--- src/rtl/parse_pkg.sv ---
// Shared constants and types for the instruction parse stage: bit positions
// of the instruction fields and the layout of one queue entry.
package parse_pkg;

   localparam int INSTR_WIDTH  = 30;
   localparam int BUNDLE_WIDTH = 60;
   localparam int PC_WIDTH     = 16;

   localparam int FMT_BIT   = 29;
   localparam int BR_BIT    = 28;
   localparam int OPC_MSB   = 27;
   localparam int OPC_LSB   = 21;
   localparam int RD_MSB    = 20;
   localparam int RD_LSB    = 16;
   localparam int RS_MSB    = 15;
   localparam int RS_LSB    = 11;
   localparam int IMM_WIDTH = 16;

   localparam logic [INSTR_WIDTH-1:0] NOP_INSTR = '0;

   // One buffered instruction together with where it came from.
   typedef struct packed {
      logic [INSTR_WIDTH-1:0] instr;
      logic [PC_WIDTH-1:0]    pc;
      logic                   slot;
   } entry_t;

   function automatic logic is_nop(input logic [INSTR_WIDTH-1:0] instr);
      return instr == NOP_INSTR;
   endfunction

endpackage

--- src/rtl/instr_queue.sv ---
// Circular instruction FIFO: two write ports (first/second survivor of a
// bundle, written to consecutive locations), one first-word-fall-through
// read port and a flush that empties the queue in one cycle.
module instr_queue
   import parse_pkg::*;
#(
   parameter int  DEPTH = 8,
   localparam int PTR_W = $clog2(DEPTH),
   localparam int CNT_W = PTR_W + 1
) (
   input  logic             clock_i,
   input  logic             reset_i,
   input  logic             flush,
   input  logic             push_first,
   input  entry_t           first_data,
   input  logic             push_second,
   input  entry_t           second_data,
   input  logic             pop,
   output entry_t           head,
   output logic [CNT_W-1:0] count
);

   entry_t           mem [DEPTH];
   logic [PTR_W-1:0] wptr_reg, wptr_next;
   logic [PTR_W-1:0] rptr_reg, rptr_next;
   logic [CNT_W-1:0] count_reg, count_next;
   logic [1:0]       push_num;

   assign push_num = {1'b0, push_first} + {1'b0, push_second};

   // Storage is never reset; the second entry lands one slot after the first.
   always_ff @(posedge clock_i) begin
      if (!flush) begin
         if (push_first) begin
            mem[wptr_reg] <= first_data;
         end
         if (push_second) begin
            mem[wptr_reg + PTR_W'(1)] <= second_data;
         end
      end
   end

   // Pointer and occupancy bookkeeping; flush wins over push and pop.
   always_comb begin
      wptr_next  = wptr_reg;
      rptr_next  = rptr_reg;
      count_next = count_reg;
      if (flush) begin
         wptr_next  = '0;
         rptr_next  = '0;
         count_next = '0;
      end else begin
         wptr_next  = wptr_reg + PTR_W'(push_num);
         if (pop) begin
            rptr_next = rptr_reg + PTR_W'(1);
         end
         count_next = count_reg + CNT_W'(push_num) - CNT_W'(pop);
      end
   end

   // Pointer/count registers with asynchronous active-low reset.
   always_ff @(posedge clock_i or negedge reset_i) begin
      if (!reset_i) begin
         wptr_reg  <= '0;
         rptr_reg  <= '0;
         count_reg <= '0;
      end else begin
         wptr_reg  <= wptr_next;
         rptr_reg  <= rptr_next;
         count_reg <= count_next;
      end
   end

   assign head  = mem[rptr_reg];
   assign count = count_reg;

endmodule

--- src/rtl/parse_unit.sv ---
// Front-end parse stage: splits each fetched bundle into two instructions,
// filters NOPs, buffers survivors and presents the decoded queue head.
module parse_unit
   import parse_pkg::*;
#(
   parameter int  QUEUE_DEPTH = 8,
   parameter bit  DROP_NOPS   = 1'b1,
   localparam int CNT_W       = $clog2(QUEUE_DEPTH) + 1
) (
   input  logic                       clock_i,
   input  logic                       reset_i,
   input  logic                       enable_i,
   input  logic [PC_WIDTH-1:0]        PC_i,
   input  logic [BUNDLE_WIDTH-1:0]    bundle_i,
   input  logic                       flush_i,
   input  logic                       ready_i,
   output logic                       valid_o,
   output logic [INSTR_WIDTH-1:0]     instr_o,
   output logic                       format_o,
   output logic                       branch_o,
   output logic [OPC_MSB-OPC_LSB:0]   opcode_o,
   output logic [RD_MSB-RD_LSB:0]     rd_o,
   output logic [RS_MSB-RS_LSB:0]     rs_o,
   output logic [IMM_WIDTH-1:0]       imm_o,
   output logic [PC_WIDTH-1:0]        PC_o,
   output logic                       slot_o,
   output logic [CNT_W-1:0]           count_o,
   output logic                       full_o,
   output logic                       overflow_o
);

   entry_t           slot_entry [2];
   logic [1:0]       slot_keep;
   logic             any_survivor;
   logic             space_ok;
   logic             accept;
   logic             reject;
   logic             push_first;
   logic             push_second;
   entry_t           first_data;
   entry_t           head;
   logic [CNT_W-1:0] count_w;
   logic [CNT_W-1:0] free_entries;
   logic             overflow_reg, overflow_next;

   // Slot 0 is the upper half of the bundle, slot 1 the lower half.
   for (genvar gi = 0; gi < 2; gi++) begin : g_slot
      assign slot_entry[gi] = '{
         instr: bundle_i[BUNDLE_WIDTH-1-gi*INSTR_WIDTH -: INSTR_WIDTH],
         pc:    PC_i,
         slot:  1'(gi)
      };
      assign slot_keep[gi] = !(DROP_NOPS && is_nop(slot_entry[gi].instr));
   end

   // Space is judged on the pre-edge count only; a same-cycle pop does not help.
   assign free_entries = CNT_W'(QUEUE_DEPTH) - count_w;
   assign space_ok     = free_entries >= CNT_W'(2);
   assign full_o       = !space_ok;
   assign any_survivor = |slot_keep;
   assign accept       = enable_i && !flush_i && any_survivor && space_ok;
   assign reject       = enable_i && !flush_i && any_survivor && !space_ok;

   // Compact survivors so a lone survivor always uses the first write port.
   always_comb begin
      push_first  = accept;
      push_second = accept && slot_keep[0] && slot_keep[1];
      first_data  = slot_keep[0] ? slot_entry[0] : slot_entry[1];
   end

   instr_queue #(
      .DEPTH (QUEUE_DEPTH)
   ) u_queue (
      .clock_i     (clock_i),
      .reset_i     (reset_i),
      .flush       (flush_i),
      .push_first  (push_first),
      .first_data  (first_data),
      .push_second (push_second),
      .second_data (slot_entry[1]),
      .pop         (valid_o && ready_i),
      .head        (head),
      .count       (count_w)
   );

   assign count_o = count_w;
   assign valid_o = count_w != '0;

   // Sticky overflow: set by any discarded bundle, cleared only by reset.
   always_comb begin
      overflow_next = overflow_reg | reject;
   end

   // Overflow flag register.
   always_ff @(posedge clock_i or negedge reset_i) begin
      if (!reset_i) begin
         overflow_reg <= 1'b0;
      end else begin
         overflow_reg <= overflow_next;
      end
   end

   assign overflow_o = overflow_reg;

   // Head field decode; everything reads zero when the queue is empty.
   always_comb begin
      instr_o  = '0;
      format_o = 1'b0;
      branch_o = 1'b0;
      opcode_o = '0;
      rd_o     = '0;
      rs_o     = '0;
      imm_o    = '0;
      PC_o     = '0;
      slot_o   = 1'b0;
      if (valid_o) begin
         instr_o  = head.instr;
         format_o = head.instr[FMT_BIT];
         branch_o = head.instr[BR_BIT];
         opcode_o = head.instr[OPC_MSB:OPC_LSB];
         rd_o     = head.instr[RD_MSB:RD_LSB];
         PC_o     = head.pc;
         slot_o   = head.slot;
         if (head.instr[FMT_BIT]) begin
            imm_o = head.instr[IMM_WIDTH-1:0];
         end else begin
            rs_o = head.instr[RS_MSB:RS_LSB];
         end
      end
   end

endmodule

--- config.mk ---
export PLATFORM = sky130hd
export DESIGN_NAME = parse_unit
export DESIGN_NICKNAME = d
export VERILOG_FILES = /design/src/rtl/parse_pkg.sv /design/src/rtl/instr_queue.sv /design/src/rtl/parse_unit.sv
export SDC_FILE = /design/constraint.sdc
export NUM_CORES = 1
export LEC_CHECK = 0
export CORE_AREA = 2 2 288 176
export CTS_BUF_LIST = sky130_fd_sc_hd__clkbuf_16
export DETAILED_ROUTE_END_ITERATION = 8
export DIE_AREA = 0 0 290 178
export PLACE_DENSITY_LB_ADDON = 0.25
export RECOVER_POWER = 100
export SLEW_MARGIN = 20
export SYNTH_ARGS = -nofsm -noshare
export SYNTH_HDL_FRONTEND = slang
export SYNTH_SLANG_ARGS = --single-unit
--- constraint.sdc ---
create_clock -name clock_i -period 9.5 [get_ports clock_i]
set_input_delay 2.85 -clock clock_i [delete_from_list [all_inputs] [get_ports clock_i]]
set_output_delay 2.85 -clock clock_i [all_outputs]
set_load 0.05 [all_outputs]
# Word-level counts from Yosys, hierarchy flattened
# Memory sizes are Yosys's and may differ from the RTL's.
# Cells that the tools add are included.
classes:
  add_sub_neg: 7
  mul: 0
  div: 0
  magnitude_cmp: 1
  n_eq_ne: 0
  shift: 0
  mux: 22
  bitwise_logic: 1
  reduce_logical: 16
op_table:
  columns: ["cell", "count"]
  rows:
  - ["$logic_not A30 Y1", 2]
  - ["$mux W16", 3]
  - ["$mux W47", 1]
  - ["$mux W30", 1]
  - ["$mux W5", 3]
  - ["$mux W1", 9]
  - ["$mux W3", 3]
  - ["$logic_and A1 B1 Y1", 7]
  - ["$mux W7", 1]
  - ["$add A3 B1 Y3 const B", 2]
  - ["$add A4 B2 Y4", 1]
  - ["$ge A4 B2 Y1 const B", 1]
  - ["$logic_not A1 Y1", 4]
  - ["$mux W4", 1]
  - ["$reduce_bool A4 Y1", 1]
  - ["$sub A4 B1 Y4", 1]
  - ["$sub A4 B4 Y4 const A", 1]
  - ["$add A3 B2 Y3", 1]
  - ["$add A1 B1 Y2", 1]
  - ["$reduce_bool A2 Y1", 1]
  - ["$reduce_or A2 Y1", 1]
  - ["$or A1 B1 Y1", 1]
word_totals:
  regBits: 11
  latch_bits: 0
  mem_bits_rw: 376
  romBits: 0
  in_bits: 81
  wordCells: 52
  n_memories: 1
memory_table:
  columns: ["name", "words", "width", "rd", "rd_ports_with_merged_regs", "wr", "line", "source"]
  rows:
  - ["u_queue.mem", 8, 47, 1, 0, 2, "instr_queue.sv:23", "entry_t mem [DEPTH];"]

# Longest topological paths before layout
# Gate-level depths: netlist (run 1).
logic_depth:
  ltp_word: 11
  ltp_mapped: 16
  depth_no_buf: 16

# Modules after synthesis
# From an unflattened synthesis (run 1), not the netlist that was laid out.
hier_totals:
  cells_unflattened: 1210
  area_unflattened_um2: 20602.3
modules_own_cells:
  columns: ["module", "n_inst", "cells_each", "area_each_um2", "seq_area_each_um2"]
  rows:
  - ["instr_queue", 1, 1041, 19478.7, 11541.1]
  - ["parse_unit", 1, 169, 1123.6, 25.0]

# Least setup slack after synthesis (run 1)
# Ideal clock, no wire load.
synth_path:
  path_kind: "input to register"
  start: "input port bundle_i[46]"
  end: "memory u_queue.mem[7][10] (netlist bit), enable pin"
  setup_ps: 572
  t_arrival_ps: 5225
  path_slack_ps: 3704
  cell_stages: 8
  n_path_buf: 3
  path_cell_list: "nor4_1 -> nand2_1 -> or4_1 -> buf_4 -> o2111ai_2 -> buf_4 -> buf_4 -> nand2_1"
synth_lines:
  columns: ["item", "line", "source"]
  rows:
  - ["start, declared", "parse_unit.sv:14", "input logic [BUNDLE_WIDTH-1:0] bundle_i,"]
  - ["end, declared", "instr_queue.sv:23", null]

==> flow_metrics.py, run 1 <==
metrics = {
    "worst_hold_path": {
        "hold_end": "u_queue.mem[4][0]",
        "hp-class": "reg2reg",
        "min_path_cells": 1,
        "hold_start": "u_queue.mem[4][0]",
    },
    "worst_setup_path": {
        "r2r_slack_ps": 4180,
        "timing.rr.end": "u_queue.mem[0][24]",
        "reg2reg_depth": 6,
        "crit_arrival_ps": 8230,
        "required_ps": 9600,
        "r2r_start": "u_queue.count[1]",
        "critPathLaunchType": "primary input",
        "path_max_fanout": 29,
        "crit_type": "in2reg",
        "end_kind": "register",
    },
    "yosys": {
        "avgSynthCellArea_um2": 15.18,
        "yosysTopAreaCell": "edfxtp_1",
        "synth_area_leaders": "edfxtp_1, mux4_2, o2bb2ai_1, a21boi_2, a21boi_0",
        "async_reset_ff_share_pct": 2.842,
        "synth_top_area_share_pct": 55.55,
        "yosys_most_used_dff": "edfxtp_1",
        "synth_area_um2": 19890,
        "synth_most_common_cell": "edfxtp_1",
        "synth_commonest_cells": "edfxtp_1, o2bb2ai_1, mux4_2",
        "syn_nets": 1405,
        "ys_seq_area_share_pct": 57.74,
        "synth_edf_count": 368,
        "synth_cell_types": 47,
        "syn_inst": 1310,
        "yosys_warnings": 0,
        "synth.ff_latch_count": 387,
    },
    "timing": {
        "finalSetupViolations": 0,
        "clock.fmax_ghz": 0.1230,
        "hold_viol_final": 0,
        "rsz0062_at_grt": "no",
        "fin_crit_sh_pct": 85.59,
        "period_minus_slack_ps": 8131,
        "fin_skew_ps": 12.97,
        "fin_tns_setup_ps": 0,
        "relSlewSlack_pct": -87.46,
        "finalWorstSetupSlack_ps": 1369,
        "worst-slew-pin-transition_ps": 2812,
        "maxSlewViolCount": 199,
    },
    "final_layout": {
        "drive_above_1_share_pct": 14.40,
        "largest_reg_flops": 376,
        "fin_nets": 1483,
        "syn_to_final_growth_pct": 13.87,
    },
    "power": {
        "cellLeakagePower_nw": 6.778,
        "p_per_area_nw_per_um2": 286.9,
        "peakVddDrop_uv": 232.0,
    },
    "cts": {
        "htreeDepth": 2,
        "cts_buffers": 39,
        "worstSkewPairLatency_ps": 550,
        "tritoncts": "built",
        "clk_pin_slew_ps": 60,
        "cts_sinks": 387,
        "ctsResizeCount": 0,
        "cts_hold_buf": 0,
        "postCtsSetupRepairBufs": 0,
        "cts_root_buffer": "clkbuf_16",
        "clockBufferDepth": 3,
    },
    "global_route": {
        "grt_pass1_vias": 12930,
        "grt_start_max_net_pins": 54,
        "grt-ovfl-total": 0,
        "grt_first_pass_wirelength_mm": 87.22,
        "antenna_found_initial": 0,
        "track_usage_pct": 22.72,
    },
    "floorplanning": {
        "rows": 63,
        "io_pins": 170,
        "die_area_um2": 51620,
        "initial_utilization_pct": 40.64,
        "core-area_um2": 48950,
        "fp.dieW_um": 290,
        "die_h_um": 178,
    },
    "placed_design": {
        "dp_slack_ps": 2023,
        "dp_hpwl_mm": 34.84,
        "port_buffers": 169,
        "place.gp.congestion": 0.7874,
    },
    "run_status": {
        "violations": "max-capacitance violations, max-slew violations",
        "status": "complete, but fails checks",
    },
    "detailed_routing": {
        "drt-initial-drc-count": 1391,
        "drcViolationCount": 0,
        "first_pass_iters": 5,
        "wirelength_mm": 58.77,
        "num_vias": 12900,
        "postRouteAntennaNets": 0,
        "wl_per_cell_um": 28.42,
        "via_per_inst": 6.238,
    },
    "run": {
        "maxCapViolations": 7,
    },
}
==> power breakdown <==
group	internal [mW]	switching, mW	leakage (nW)	total, mW
clock	0.776	0.652	0.620	1.43
combinational	0.904	1.86	2.84	2.76
sequential	2.17	0.138	3.32	2.31
total	3.85	2.65	6.78	6.50
==> how the worst max path moves through the flow <==
stage / startpoint / endpoint / slack, ps
floorplan: bundle_i[46] / u_queue.mem[7][10] / 3700
global placement: bundle_i[54] / u_queue.mem[0][27] / 2090
detailed placement: bundle_i[54] / u_queue.mem[0][10] / 2020
CTS: bundle_i[54] / u_queue.mem[1][25] / 2520
global route: bundle_i[54] / u_queue.mem[4][17] / 1130
finish: bundle_i[54] / u_queue.mem[4][22] / 1370
==> cells in the final DEF, fill, tap and decap left out, types with 9 or more instances in the layout <==
cell type        Yosys  final
or4_1                9      9
a21boi_0            56    120
nor4_1              16     14
nor2_1              62     62
clkinv_1             1      9
nand2_1             20     19
nor3_1              16     16
clkdlybuf4s50_1      0     82
dlygate4sd3_1        0     87
o2bb2ai_1          240    240
buf_4               36     27
a21oi_1             32     32
mux4_2              94     94
ha_1                12     12
inv_1               20     34
mux2i_1             42     41
edfxtp_1           368    368
clkbuf_16            0     41
==> cells by family after synthesis <==
kind of cell / synth area share (%)
AO/OA/AOI/OAI: 18.64
XOR/XNOR: 0.3082
adder cells (fa/ha/maj): 0.9561
buffers and inverters: 5.189
flip-flops: 57.74
multiplexers: 13.04
AND/OR/NAND/NOR: 4.126
==> final cells by class <==
class	count	area [um2]
flip-flops and latches	387	11500
clock inverters	29	117.6
fillers	4302	26300
diodes	1	2.502
multi-input cells	733	7181
clock buffers	41	1026
well taps	650	813.3
inverters	21	78.83
repair buffers	206	1934
==> layer usage <==
metal	global-route usage (%)	part of all wire, %
met4	6.424	2.3
met5	0	0
met3	3.601	8.0
met1	33.89	45
met2	34.49	44
==> critical path, stage by stage <==
cell,delay (ps)
dlygate4sd3_1,560
nor4_1,700
nand2_1,310
nor4_2,350
buf_4,460
or4_1,190
clkbuf_1,820
nand2_1,1140
clkbuf_2,810
==> metrics by stage <==
stage	util, %	total power, mW	hold slack [ps]	instances	instance area, um2
6_report	46.27	6.499	490.0	2068	22650
4_1_cts	47.01	6.680	492.3	2067	23010
3_3_place_gp	44.65	5.234	470.5	1996	21860
2_1_floorplan	-	4.341	451.2	1310	19890
3_5_place_dp	44.67	5.265	470.8	1997	21870
5_1_grt	46.27	6.767	513.7	2067	22650
(Power assumes the default switching activity.)
==> run 2, diff against run 1 <==
--- a/constraint.sdc
+++ b/constraint.sdc
@@ -3,2 +3,2 @@
 set_output_delay 2.85 -clock clock_i [all_outputs]
-set_load 0.05 [all_outputs]
+set_load 0.02 [all_outputs]
==> flow_metrics.py, run 2 (synthesis gave the netlist of run 1 again) <==
metrics = {
    "timing": {
        "relSlewSlack_pct": -93.54,
        "maxSlewViolCount": 242,
        "rsz0062_at_grt": "no",
        "holdWs_ps": 491.6,
        "fin_skew_ps": 19.28,
        "fin_tns_setup_ps": 0,
        "worst-slew-pin-transition_ps": 2903,
        "finalSetupViolations": 0,
        "fin_crit_sh_pct": 82.40,
        "clock.fmax_ghz": 0.1277,
        "period_minus_slack_ps": 7828,
        "hold_viol_final": 0,
    },
    "global_route": {
        "grt_pass1_vias": 12970,
        "met1_usage_pct": 33.36,
        "track_usage_pct": 22.68,
        "grt-ovfl-total": 0,
        "antenna_found_initial": 0,
        "grt_start_max_net_pins": 55,
        "gr-usage-met2_pct": 34.61,
        "gr-max-usage-layer": "met2",
        "met3_usage_pct": 4.809,
        "grt_first_pass_wirelength_mm": 87.33,
    },
    "cts": {
        "tritoncts": "built",
        "cts_hold_buf": 0,
        "worstSkewPairLatency_ps": 540,
        "ctsResizeCount": 0,
        "cts_sinks": 387,
        "clk_pin_slew_ps": 60,
        "cts_root_buffer": "clkbuf_16",
        "clockBufferDepth": 3,
        "cts_buffers": 39,
        "postCtsSetupRepairBufs": 0,
        "htreeDepth": 2,
    },
    "worst_setup_path": {
        "critPathLaunchType": "primary input",
        "reg2reg_depth": 6,
        "crit_path_max_incr_delay_ps": 970,
        "r2r_start": "u_queue.count[1]",
        "required_ps": 9500,
        "path_buf_inv": 3,
        "timing.rr.end": "u_queue.mem[0][12]",
        "end_kind": "register",
        "r2r_slack_ps": 4280,
        "path_cells": "dlygate4sd3_1, nor4_1, nand2_1, nor4_1, buf_4, or4_1, nand2_1, clkbuf_1",
        "crit_arrival_ps": 7830,
        "crit_type": "in2reg",
        "slowest_stage": "nand2_1",
        "critPathTopFamily": "simple AND/OR/NAND/NOR gates",
        "path_max_fanout": 31,
    },
    "run": {
        "maxCapViolations": 8,
    },
    "final_layout": {
        "drive_above_1_share_pct": 14.14,
        "mostFrequentLayoutCells": "edfxtp_1, o2bb2ai_1, a21boi_0, mux4_2, dlygate4sd3_1",
        "antenna_cells": 0,
        "layout_commonest_cell": "edfxtp_1",
        "fin_nets": 1483,
        "stdcell_count": 2064,
        "utilization_pct": 46.36,
        "syn_to_final_growth_pct": 14.10,
        "largest_reg_flops": 376,
    },
    "floorplanning": {
        "io_pins": 170,
        "core-area_um2": 48950,
        "fp.dieW_um": 290,
        "initial_utilization_pct": 40.64,
        "rows": 63,
        "die_area_um2": 51620,
        "die_h_um": 178,
    },
    "detailed_routing": {
        "num_vias": 12910,
        "wirelength_mm": 58.34,
        "via_per_inst": 6.255,
        "first_pass_iters": 5,
        "postRouteAntennaNets": 0,
        "drt-initial-drc-count": 1319,
        "drcViolationCount": 0,
        "wl_per_cell_um": 28.26,
    },
    "worst_hold_path": {
        "min_path_cells": 1,
        "hold_start": "u_queue.mem[3][0]",
        "hp-class": "reg2reg",
        "hold_end": "u_queue.mem[3][0]",
    },
    "placed_design": {
        "port_buffers": 169,
        "place.gp.congestion": 0.7877,
        "dpl.cell_count": 1995,
        "dp_hpwl_mm": 34.64,
    },
    "power": {
        "peakVddDrop_uv": 138.7,
        "p_total_mw": 6.028,
        "p_per_area_nw_per_um2": 265.6,
        "cellLeakagePower_nw": 6.801,
    },
    "run_status": {
        "status": "complete, but fails checks",
        "violations": "max-capacitance violations, max-slew violations",
    },
}
-- run 2: changes by cell type in the layout (fill, tap and decap cells not counted), sizes merged --
| cell | delta |
|---|---|
| diode | -1 |
| bufinv | +3 |
| clkdlybuf4s50 | +2 |
| dlygate4sd3 | -2 |
| inv | -1 |
| clkinv | -5 |
-- run 2: worst max path at each step --
stage | start | end | slack [ps] | cells after the start
floorplan | bundle_i[46] | u_queue.mem[7][10] | 3700 | 8
global placement | bundle_i[54] | u_queue.mem[5][20] | 2160 | 8
detailed placement | bundle_i[54] | u_queue.mem[2][26] | 2110 | 8
CTS | bundle_i[54] | u_queue.mem[2][15] | 2640 | 8
global route | bundle_i[54] | u_queue.mem[2][11] | 1300 | 8
finish | bundle_i[54] | u_queue.mem[2][15] | 1670 | 8
-- run 2: cell type report --
class / instances / area (um2)
Clock buffer: 41 / 1026
Clock inverter: 26 / 186.4
Fill cell: 4323 / 26260
Inverter: 21 / 78.83
Multi-Input combinational cell: 733 / 7149
Sequential cell: 387 / 11490
Tap cell: 650 / 813.3
Timing Repair Buffer: 206 / 1948
-- run 2: per-layer routing --
metal	wire length, um	share of wire, %
met5	0	0
met2	26200	45
met4	969	1.7
met1	26000	45
met3	5168	8.9
-- run 2: worst register-to-register path, cell delays in order (launching register included) --
cell and delay [ps]:
dfrtp_1 430, or3_1 380, a41o_1 320, o2bb2ai_2 200
or4_1 900, nand2_1 810, clkbuf_1 1730
-- run 2: power by group --
part | internal [mW] | switching (mW) | total, mW
combinational | 0.914 | 1.31 | 2.22
clock | 0.857 | 0.657 | 1.51
sequential | 2.17 | 0.119 | 2.29
total | 3.94 | 2.08 | 6.03
-- run 2: through the flow --
| stage | setup WS [ps] | cell area, um2 |
|---|---|---|
| 2_1_floorplan | 3704 | 19890 |
| 3_3_place_gp | 2162 | 21850 |
| 3_5_place_dp | 2106 | 21850 |
| 4_1_cts | 2643 | 23060 |
| 5_1_grt | 1304 | 22700 |
| 6_report | 1672 | 22700 |
